## src/rtl/core_decode_queue_pkg.sv

```systemverilog
// Shared types for the decode queue: machine word, queue entry and the
// decoded-instruction record produced by core_decode.
package core_decode_queue_pkg;

   typedef logic [31:0] word;

   localparam int DEFAULT_DEPTH = 4;

   // One queued fetch: raw instruction, its address and prefetch-abort flag.
   typedef struct packed {
      word  insn;
      word  pc;
      logic abort;
   } decode_queue_entry;

   // Control flags; an aborted fetch clears every one of them.
   typedef struct packed {
      logic execute;
      logic writeback;
      logic branch;
      logic ldst;
      logic mul;
      logic psr;
      logic coproc;
      logic swi;
      logic bkpt;
      logic undefined;
   } insn_ctrl;

   typedef struct packed {
      logic [3:0] cond;
      logic [3:0] opcode;
      logic [3:0] rn;
      logic [3:0] rd;
      logic [3:0] rm;
      insn_ctrl   ctrl;
   } insn_decode;

endpackage

```

## src/rtl/core_decode_queue_decode.sv

```systemverilog
// Combinational ARM-style instruction classifier applied to the queue head.
module core_decode
   import core_decode_queue_pkg::*;
(
   input  word        insn_i,
   output insn_decode dec_o
);

   // Classify the instruction by its major opcode group and fill the control flags.
   always_comb begin
      // NOTE: every output gets a default before any branch so no path leaves
      // a bit unassigned; that is what keeps this block from inferring latches.
      dec_o              = '0;
      dec_o.cond         = insn_i[31:28];
      dec_o.opcode       = insn_i[24:21];
      dec_o.rn           = insn_i[19:16];
      dec_o.rd           = insn_i[15:12];
      dec_o.rm           = insn_i[3:0];
      dec_o.ctrl.execute = (insn_i[31:28] != 4'hF);

      unique case (insn_i[27:25])
         3'b000: begin
            if (insn_i[27:20] == 8'h12 && insn_i[7:4] == 4'h7) begin
               dec_o.ctrl.bkpt = 1'b1;
            end else if (insn_i[27:4] == 24'h12FFF1) begin
               dec_o.ctrl.branch = 1'b1;
            end else if (insn_i[27:24] == 4'h0 && insn_i[7:4] == 4'h9) begin
               dec_o.ctrl.mul       = 1'b1;
               dec_o.ctrl.writeback = 1'b1;
            end else if (insn_i[7] && insn_i[4]) begin
               // Halfword / signed transfers share the register-shift space.
               dec_o.ctrl.ldst      = 1'b1;
               dec_o.ctrl.writeback = insn_i[20];
            end else if (insn_i[24:23] == 2'b10 && !insn_i[20]) begin
               dec_o.ctrl.psr       = 1'b1;
               dec_o.ctrl.writeback = !insn_i[21];
            end else begin
               // Compare/test opcodes only set flags.
               dec_o.ctrl.writeback = (insn_i[24:23] != 2'b10);
            end
         end
         3'b001: begin
            if (insn_i[24:23] == 2'b10 && !insn_i[20]) begin
               dec_o.ctrl.psr = 1'b1;
            end else begin
               dec_o.ctrl.writeback = (insn_i[24:23] != 2'b10);
            end
         end
         3'b010: begin
            dec_o.ctrl.ldst      = 1'b1;
            dec_o.ctrl.writeback = insn_i[20];
         end
         3'b011: begin
            // Register-offset transfer with bit 4 set is the undefined space.
            if (insn_i[4]) begin
               dec_o.ctrl.undefined = 1'b1;
            end else begin
               dec_o.ctrl.ldst      = 1'b1;
               dec_o.ctrl.writeback = insn_i[20];
            end
         end
         3'b100: begin
            dec_o.ctrl.ldst      = 1'b1;
            dec_o.ctrl.writeback = insn_i[20];
         end
         3'b101: begin
            dec_o.ctrl.branch    = 1'b1;
            dec_o.ctrl.writeback = insn_i[24];
         end
         3'b110: begin
            dec_o.ctrl.coproc = 1'b1;
         end
         default: begin
            if (insn_i[24]) dec_o.ctrl.swi    = 1'b1;
            else            dec_o.ctrl.coproc = 1'b1;
         end
      endcase
   end

endmodule

```

## src/rtl/core_decode_queue.sv

```systemverilog
// Decode queue: a small FIFO between fetch and execute that presents the
// decoded head entry. in_ready depends only on registered pointers.
module core_decode_queue
   import core_decode_queue_pkg::*;
#(
   parameter int DEPTH = DEFAULT_DEPTH
) (
   input  logic                     clk,
   input  logic                     rst_n,
   input  logic                     flush,
   input  logic                     in_valid,
   output logic                     in_ready,
   input  word                      in_insn,
   input  word                      in_pc,
   input  logic                     in_abort,
   output logic                     out_valid,
   input  logic                     out_ready,
   output insn_decode               out_dec,
   output word                      out_pc,
   output logic                     out_abort,
   output logic [$clog2(DEPTH):0]   count
);

   localparam int PW = $clog2(DEPTH) + 1;
   localparam int IW = PW - 1;
   localparam logic [PW-1:0] PTR_ONE = 1;

   // Pointers carry one extra wrap bit so full and empty are distinguishable.
   logic [PW-1:0]     wr_ptr_q, wr_ptr_d;
   logic [PW-1:0]     rd_ptr_q, rd_ptr_d;
   decode_queue_entry entry_q [DEPTH];
   decode_queue_entry head;
   insn_decode        head_dec;
   logic              full, empty, push, pop;

   assign full  = (wr_ptr_q[PW-1] != rd_ptr_q[PW-1]) &&
                  (wr_ptr_q[IW-1:0] == rd_ptr_q[IW-1:0]);
   assign empty = (wr_ptr_q == rd_ptr_q);

   assign in_ready  = !full;
   assign out_valid = !empty;
   assign count     = wr_ptr_q - rd_ptr_q;

   assign push = in_valid && in_ready && !flush;
   assign pop  = out_valid && out_ready && !flush;

   // Next pointer values: flush empties the queue and drops that cycle's push/pop.
   always_comb begin
      wr_ptr_d = wr_ptr_q;
      rd_ptr_d = rd_ptr_q;
      if (flush) begin
         wr_ptr_d = '0;
         rd_ptr_d = '0;
      end else begin
         if (push) wr_ptr_d = wr_ptr_q + PTR_ONE;
         if (pop)  rd_ptr_d = rd_ptr_q + PTR_ONE;
      end
   end

   // Pointer registers; reset wins over flush, push and pop.
   always_ff @(posedge clk) begin
      // NOTE: non-blocking assignments here so every register samples the
      // pre-edge values regardless of statement order.
      if (!rst_n) begin
         wr_ptr_q <= '0;
         rd_ptr_q <= '0;
      end else begin
         wr_ptr_q <= wr_ptr_d;
         rd_ptr_q <= rd_ptr_d;
      end
   end

   // Payload storage written at the tail on push.
   always_ff @(posedge clk) begin
      // NOTE: payload is deliberately not reset; the pointers alone decide
      // which entries are live, so stale data is never presented as valid.
      if (push) begin
         entry_q[wr_ptr_q[IW-1:0]] <= '{insn: in_insn, pc: in_pc, abort: in_abort};
      end
   end

   assign head      = entry_q[rd_ptr_q[IW-1:0]];
   assign out_pc    = head.pc;
   assign out_abort = head.abort;

   core_decode u_decode (
      .insn_i (head.insn),
      .dec_o  (head_dec)
   );

   // An aborted fetch must not do anything downstream: clear all control flags.
   always_comb begin
      out_dec = head_dec;
      if (head.abort) out_dec.ctrl = '0;
   end

endmodule

```

## config.mk

```make
export PLATFORM = sky130hd
export DESIGN_NAME = core_decode_queue
export DESIGN_NICKNAME = d
export VERILOG_FILES = /design/src/rtl/core_decode_queue_pkg.sv /design/src/rtl/core_decode_queue_decode.sv /design/src/rtl/core_decode_queue.sv
export SDC_FILE = /design/constraint.sdc
export NUM_CORES = 1
export LEC_CHECK = 0
export ABC_AREA = 0
export ABC_CLOCK_PERIOD_IN_PS = 4900
export CORE_MARGIN = 10
export CORE_UTILIZATION = 59
export DETAILED_ROUTE_END_ITERATION = 7
export PLACE_DENSITY = 0.85
export RECOVER_POWER = 100
export SLEW_MARGIN = 15
export SYNTH_ARGS = -nofsm -noshare
export SYNTH_HDL_FRONTEND = slang
export SYNTH_SLANG_ARGS = --single-unit
```

## constraint.sdc

```tcl
create_clock -name clk -period 4.9 [get_ports clk]
set_input_delay 0.98 -clock clk [delete_from_list [all_inputs] [get_ports clk]]
set_output_delay 0.98 -clock clk [all_outputs]
set_load 0.005 [all_outputs]
```

==> results of run 1 <==
where the power goes:
part / leakage, nW / internal (mW) / switching, mW
registers: 2.43 / 2.55 / 0.0116
clock network: 0.422 / 1.19 / 0.794
logic: 1.19 / 0.118 / 0.102
final timing paths:
kind,startpoint,endpoint
setup / recovery,flip-flop,out_dec[8]
setup reg to reg,wr_ptr_q[0]$_SDFFE_PP0P_,entry_q[3][54]$_DFFE_PP_
hold reg to reg,rd_ptr_q[1]$_SDFFE_PP0P_,flip-flop
hold / removal,rd_ptr_q[1]$_SDFFE_PP0P_,flip-flop
final cells by class:
| type | instances | share of cell area, % |
|---|---|---|
| antenna | 3 | 0.0596 |
| clock buffer | 32 | 5.67 |
| clock inverter | 14 | 1.27 |
| inverter | 6 | 0.179 |
| multi-input combinational | 148 | 16.2 |
| sequential | 268 | 63.4 |
| tap | 220 | 2.19 |
| timing repair buffer | 139 | 11.1 |
logic make-up after synthesis:
| family | share of synthesized area (%) |
|---|---|
| compound gates | 0.925 |
| xor+xnor | 0.518 |
| fa+ha+maj | 1.06 |
| buf+inv | 1.45 |
| flops | 78.5 |
| mux | 14.3 |
| simple gates | 3.28 |
worst max-delay path: stages, from the launching register on:
cell and delay [ps]:
dfxtp_4 600, mux4_2 650, nor3_1 390, nand4_1 200, o21ai_0 140, o311a_1 220, dlygate4sd3_1 580
registers in the layout, indices dropped and copies added (netlist names), named ones only:
register	flops
wr_ptr_q	3
entry_q	260
rd_ptr_q	3
layout by cell type, fill, tap and decap left out, types with 2 or more instances in the layout:
cell type        netlist  routed
bufinv_16              0       3
nand3b_1               2       2
clkinv_1               0       3
nand4_1                6       6
nor3b_1                2       2
nand2b_1               5       5
xnor2_1                3       3
inv_1                  6       6
nor2b_1                2       2
clkdlybuf4s50_1        0       8
dfxtp_1                8       6
ha_1                   7       7
nand3_1                7       7
dlygate4sd3_1          0     129
mux4_2                51      51
nand2_1                8       8
diode_2                0       3
mux4_1                11      11
clkbuf_1               4       2
a21oi_1                4       4
dfxtp_4                0       2
edfxtp_1             260     260
clkbuf_16              0      26
clkinvlp_4             0       3
clkinv_2               0       4
clkbuf_8               0       4
xor2_1                 3       3
and2_2                 0       4
nor2_1                11      11
nor3_1                 1       2
per-stage QoR:
stage	hold WS, ps	std cells	setup WS (ps)
final	524	830	620
after global routing	559	828	323
after CTS	530	827	650
after detailed placement	520	781	1200
after global placement	510	781	1250
after floorplan	485	438	1710
per-layer routing:
layer | track usage, % | wire length, um
met3 | 4.24 | 1630
met2 | 29.5 | 10500
met4 | 5.15 | 354
met1 | 21.7 | 7130
met5 | 0 | 39
==> run metrics, run 1 <==
VDD IR max=335 uV; register bit total from synthesis=268; Die Y=151 um; failing checks=max-capacitance violations, max-slew violations; vias in the first global route=5372; CTS tree=built; Tcrit/Tclk final=just under 90%; CTS Buffer Depth=3; Root Buffer=clkbuf_16; Final min period=4280 ps; sequential area share after synthesis=approximately 79%; total power=between 4 and 5 mW; status=finished with violations; CP Max Fanout=20; MaxCap Viol Count=4; final hold vios=0; area of the mapped netlist=10100 sq um; worst clock skew=13.6 ps; grt total ovfl=0; EDFF count, synth=260; yosys warns=0; first-pass GRT wire length=30300 um; Layout area overhead=24.0%; Async SR Flop Fraction=0%; Setup TNS Final=0 ps; post-synth top area cell=edfxtp_1; GPL Wtd Cong=0.845; Final Max Tran Viols=264; die area=22800 sq um; syn avg cell area=23.2 sq um; total power divided by cell area=roughly 380 nW/um^2; Synth top cells by count=edfxtp_1, mux4_2, mux4_1, nor2_1; Util after Layout=75.4%; drt total wl=19600 um; hold_buf cts=0; core area=16700 sq um; via count=4844; TritonCTS Buffers=26; Leakage Power=approximately 4.0 nW; DR WL/cell=23.7 um; path type of the worst setup path=reg -> out; area of the multi-input gates=around 2000 sq um; R2R cell count=6; maximum clock rate=around 230 MHz; Area after DPL=11700 sq um; Slew HR=-19.5%; post-route cell area=12600 sq um; WHS Path Cells=2; total track usage=17.3%; Mapped Cells=438; Nets=667; DRC viols=0; die width=151 um; Antenna Nets Post-Route=0; Post-CTS Setup Bufs=0; Clock Latency Late Sink=between 500 and 600 ps; endpoints failing setup=0; I/O Buffers=about 140; R2R Setup Slk=1710 ps; Critical Path AT=about 3300 ps; top-count cell post-synth=edfxtp_1; iteration-0 DRC count of the detailed router=300; FILL cells=937; vias per inst=5.84; DP Wirelength=12100 um; DRT Pass-1 Iters=5; clk sinks=268; syn nets=around 520; share of layout cells above drive strength 1=17.1%; actual slew at the worst max-slew pin=1790 ps; initial antenna violation count=6; Synth cell types=45; Worst Hold Class=reg -> reg; largest net degree at the start of global routing=66; Top-Level Pins=138; largest cells by area after synthesis=edfxtp_1, mux4_2, mux4_1; unrepaired setup endpoints after global routing=no; Clk pin slew, worst setup/hold paths=about 60 ps; row cnt=47; CP startpoint kind=flip-flop; Synth top area share=76.9%; Top FF cell, synth=edfxtp_1; initial core utilization=60.8%; post-CTS sizing=0; Worst Setup End Kind=output port; CP Data Required Time=3920 ps; H-Tree Depth=1; storage element area=7980 sq um
Power figures use the tool's default switching activity.
==> inputs of run 2 (changes only) <==
--- a/config.mk
+++ b/config.mk
@@ -7,12 +7,11 @@
 export LEC_CHECK = 0
 export ABC_AREA = 0
 export ABC_CLOCK_PERIOD_IN_PS = 4900
-export CORE_MARGIN = 10
 export CORE_UTILIZATION = 59
 export DETAILED_ROUTE_END_ITERATION = 7
 export PLACE_DENSITY = 0.85
 export RECOVER_POWER = 100
-export SLEW_MARGIN = 15
+export SLEW_MARGIN = 5
 export SYNTH_ARGS = -nofsm -noshare
 export SYNTH_HDL_FRONTEND = slang
 export SYNTH_SLANG_ARGS = --single-unit
==> run metrics, run 2 (synthesized netlist as in run 1, its figures left out) <==
vias per inst=5.78; initial core utilization=60.8%; vias in the first global route=5005; Final Max Tran Viols=between 200 and 300; Nets=670; initial antenna violation count=2; Top-Level Pins=138; Setup TNS Final=0 ps; share of layout cells above drive strength 1=16.7%; commonest non-fill, non-tap cells in the layout=edfxtp_1, dlygate4sd3_1, mux4_2, clkdlybuf4s50_1, clkbuf_16; H-Tree Depth=1; failing checks=max-capacitance violations, max-slew violations; Slew HR=-17.8%; unrepaired setup endpoints after global routing=no; hold_buf cts=0; Worst Hold Class=reg -> reg; via count=roughly 4800; DRC viols=0; MaxCap Viol Count=4; Clk pin slew, worst setup/hold paths=60 ps; post-CTS sizing=0; sequential cell fraction of total power=55.9%; CP Max Fanout=25; DR WL/cell=21.5 um; total power divided by cell area=368 nW/um^2; endpoints failing setup=0; Pint=3.70 mW; maximum clock rate=225 MHz; Worst Setup End Kind=output port; first-pass GRT wire length=28100 um; drt total wl=18000 um; VDD IR max=306 uV; commonest non-fill, non-tap cell in the layout=edfxtp_1; I/O Buffers=137; GPL Wtd Cong=0.862; actual slew at the worst max-slew pin=1770 ps; worst clock skew=9.53 ps; CP startpoint kind=flip-flop; Critical Path AT=3460 ps; sw frac=19.4%; Antenna Nets Post-Route=0; clock power share=39.3%; DP Wirelength=10800 um; FF-to-FF Start=wr_ptr_q[0]$_SDFFE_PP0P_; Clock Latency Late Sink=520 ps; Psw=0.892 mW; status=finished with violations; Layout area overhead=23.1%; total track usage=between 20% and 30%; final hold vios=0; CTS tree=built; R2R Setup Slk=1760 ps; die width=133 um; Tcrit/Tclk final=90.5%; FF-to-FF End=entry_q[3][10]$_DFFE_PP_; Root Buffer=clkbuf_16; R2R cell count=6; Leakage Power=4.01 nW; core area=16700 sq um; Post-CTS Setup Bufs=0; CP Data Required Time=about 3900 ps; Combinational Power Share=roughly 4.8%; DRT Pass-1 Iters=4; largest net degree at the start of global routing=66; die area=between 15000 and 20000 sq um; row cnt=47; FILL cells=between 900 and 1000; Die Y=133 um; clk sinks=268; crit path capture=out_dec[13]; CTS Buffer Depth=3; iteration-0 DRC count of the detailed router=330; grt total ovfl=0; path type of the worst setup path=reg -> out; max reg flops=260; total power=4.59 mW; Final min period=4440 ps; TritonCTS Buffers=27
run 2: cell types whose count changed in the layout (fill, tap and decap cells not counted), sizes merged:
cell and change:
buf +1, bufinv -3, clkbuf +4, clkdlybuf4s50 +23
clkinv +4, clkinvlp -2, diode -2, dlygate4sd3 -23
inv +1
run 2: power by group through the flow:
stage               Clock, mW  Sequential (mW)  Combinational, mW
floorplan                   0             2.61             0.0902
global placement            0             2.61              0.233
detailed placement          0             2.61              0.241
CTS                      1.83             2.57              0.242
global route             1.93             2.57              0.238
finish                   1.81             2.57              0.221
run 2: area by class of cell:
type | instances | area, sq um | area share (%)
multi-input cells | 148 | 2030 | 16.3
inverters | 6 | 22.5 | 0.180
flip-flops and latches | 268 | 7970 | 63.8
well taps | 220 | 275 | 2.20
clock buffers | 35 | 716 | 5.73
clock inverters | 14 | 70.1 | 0.561
diodes | 1 | 2.50 | 0.0200
repair buffers | 141 | 1400 | 11.2
run 2: worst max-delay path: stages (launching register included):
cell,delay (ps)
dfxtp_4,540
buf_4,470
clkbuf_2,800
mux4_2,630
clkdlybuf4s50_1,470
run 2: worst min-delay path by stage:
stage | from | endpoint | slack (ps) | cells past startpoint
after global routing | wr_ptr_q[1]$_SDFFE_PP0P_ | wr_ptr_q[1]$_SDFFE_PP0P_ | 590 | 2
final | wr_ptr_q[1]$_SDFFE_PP0P_ | wr_ptr_q[1]$_SDFFE_PP0P_ | 550 | 2
after detailed placement | rd_ptr_q[1]$_SDFFE_PP0P_ | flip-flop | 540 | 2
after CTS | wr_ptr_q[1]$_SDFFE_PP0P_ | wr_ptr_q[1]$_SDFFE_PP0P_ | 550 | 2
after global placement | wr_ptr_q[1]$_SDFFE_PP0P_ | wr_ptr_q[1]$_SDFFE_PP0P_ | 510 | 2
after floorplan | wr_ptr_q[1]$_SDFFE_PP0P_ | wr_ptr_q[1]$_SDFFE_PP0P_ | 490 | 2
run 2: routing by layer:
layer	vias to the layer above	global-route usage, %	part of all wire (%)
met4	0	6.12	2.3
met1	2466	28.9	41
met2	150	35.5	52
met5	-	0	0
met3	38	3.61	4.6
li1	2160	-	-
run 2: through the flow:
step                util, %  instance area [sq um]  std cells  hold WS (ps)  setup WS [ps]
floorplan                 -                  10100        438           485           1710
global placement       70.2                  11700        783           505           1070
detailed placement     70.2                  11700        783           537           1070
CTS                    74.9                  12500        832           554            515
global route           74.8                  12500        833           585            185
finish                 74.8                  12500        833           554            464
==> inputs of run 3 (changes only) <==
--- a/config.mk
+++ b/config.mk
@@ -6,10 +6,10 @@
 export NUM_CORES = 1
 export LEC_CHECK = 0
 export ABC_AREA = 0
-export ABC_CLOCK_PERIOD_IN_PS = 4900
-export CORE_UTILIZATION = 59
+export ABC_CLOCK_PERIOD_IN_PS = 4030
+export CORE_UTILIZATION = 49
 export DETAILED_ROUTE_END_ITERATION = 7
-export PLACE_DENSITY = 0.85
+export PLACE_DENSITY = 0.75
 export RECOVER_POWER = 100
 export SLEW_MARGIN = 5
 export SYNTH_ARGS = -nofsm -noshare
==> constraint.sdc (replaced) <==
create_clock -name clk -period 4.03 [get_ports clk]
set_input_delay 0.806 -clock clk [delete_from_list [all_inputs] [get_ports clk]]
set_output_delay 0.806 -clock clk [all_outputs]
set_load 0.005 [all_outputs]
==> run metrics, run 3 (synthesized netlist as in run 1, its figures left out) <==
status=finished with violations; failing checks=max-capacitance violations, max-slew violations; vias per inst=5.52; drt total wl=19000 um; Leakage Power=4.09 nW; Tcrit/Tclk final=97.2%; vias in the first global route=5269; initial antenna violation count=1; share of layout cells above drive strength 1=17.4%; CTS tree=built; CP Data Required Time=3220 ps; sequential cell fraction of total power=53.3%; sw frac=19.1%; Root Buffer=clkbuf_16; worst clock skew=33.9 ps; Setup TNS Final=0 ps; Top-Level Pins=138; Final min period=between 3000 and 4000 ps; Combinational Power Share=approximately 4.7%; Clock Latency Late Sink=~530 ps; final hold vios=0; iteration-0 DRC count of the detailed router=269; initial core utilization=50.0%; DR WL/cell=21.3 um; Critical Path AT=~3100 ps; post-route insts no fill=approximately 890; GPL Wtd Cong=0.796; CP startpoint kind=flip-flop; clk sinks=268; clock power share=42.0%; DP Wirelength=between 10000 and 15000 um; I/O Buffers=137; Worst Setup End Kind=output port; Die Y=146 um; Clk pin slew, worst setup/hold paths=60 ps; Final Max Tran Viols=72; VDD IR max=300 uV; CP Max Fanout=37; placed cells=842; Antenna Nets Post-Route=0; DRT Pass-1 Iters=4; largest net degree at the start of global routing=40; actual slew at the worst max-slew pin=1950 ps; die area=around 21000 sq um; max reg flops=260; Psw=1.12 mW; CTS Buffer Depth=3; grt total ovfl=0; commonest non-fill, non-tap cells in the layout=edfxtp_1, dlygate4sd3_1, mux4_2, clkbuf_16, clkdlybuf4s50_1; Nets=680; TritonCTS Buffers=27; H-Tree Depth=1; Pint=4.73 mW; Slew HR=-30.0%; commonest non-fill, non-tap cell in the layout=edfxtp_1; path type of the worst setup path=reg -> out; DRC viols=0; total track usage=18.3%; maximum clock rate=255 MHz; Layout area overhead=25.3%; via count=4922; endpoints failing setup=0; FILL cells=1402; die width=~150 um; row cnt=52; first-pass GRT wire length=29500 um; MaxCap Viol Count=2; unrepaired setup endpoints after global routing=no; total power divided by cell area=460 nW/um^2; core area=20300 sq um; Worst Hold Class=reg -> reg
[run 3: stage by stage]
step | setup slack [ps] | util (%) | cell area, sq um | hold slack [ps] | total power [mW]
floorplan | 880 | - | 10100 | 485 | 3.28
global placement | 601 | 58.4 | 11900 | 509 | 3.46
detailed placement | 560 | 58.4 | 11900 | 526 | 3.48
CTS | 118 | 62.8 | 12700 | 533 | 5.92
global route | 35.3 | 62.7 | 12700 | 557 | 6.02
finish | 114 | 62.7 | 12700 | 532 | 5.85
[run 3: area by class of cell]
type | count | area (sq um) | share of cell area (%)
inverters | 6 | 22.5 | 0.177
well taps | 270 | 338 | 2.66
clock inverters | 15 | 175 | 1.38
clock buffers | 32 | 694 | 5.46
multi-input cells | 148 | 2040 | 16.1
repair buffers | 151 | 1470 | 11.6
flip-flops and latches | 268 | 7980 | 62.7
diodes | 1 | 2.50 | 0.0197
[run 3: per-layer routing]
layer	wire length, um	vias up	GRT usage [%]
met4	387	0	5.05
met5	0	-	0
met3	1000	29	2.98
met2	9780	157	31.4
met1	7790	2552	24.3
li1	-	2184	-
[run 3: worst paths after layout]
path / start / endpoint / slack [ps] / cells past startpoint
max: flip-flop / out_dec[8] / 110 / 5
min: wr_ptr_q[1]$_SDFFE_PP0P_ / wr_ptr_q[1]$_SDFFE_PP0P_ / 530 / 2
max reg2reg: wr_ptr_q[0]$_SDFFE_PP0P_ / entry_q[0][29]$_DFFE_PP_ / 460 / 7
min reg2reg: wr_ptr_q[1]$_SDFFE_PP0P_ / wr_ptr_q[1]$_SDFFE_PP0P_ / 530 / 2
[run 3: power groups by stage]
stage | logic (mW) | registers, mW | clock network [mW]
floorplan | 0.110 | 3.17 | 0
global placement | 0.290 | 3.17 | 0
detailed placement | 0.301 | 3.18 | 0
CTS | 0.304 | 3.12 | 2.50
global route | 0.295 | 3.12 | 2.60
finish | 0.274 | 3.12 | 2.45
[run 3: worst max-delay path, stage by stage (launching register included)]
cell	delay, ps
dfxtp_4	680
mux4_2	490
or2_0	310
a2111oi_1	390
o311a_1	210
clkdlybuf4s50_1	500
[run 3: repair_timing]
| item | in CTS | in global routing |
|---|---|---|
| resized for setup | 0 | 1 |
| hold buffers | 0 | 0 |
| hold endpoints to repair | 0 | 0 |
| setup buffers | 1 | 0 |
| endpoints found under the setup margin | 2 | 1 |
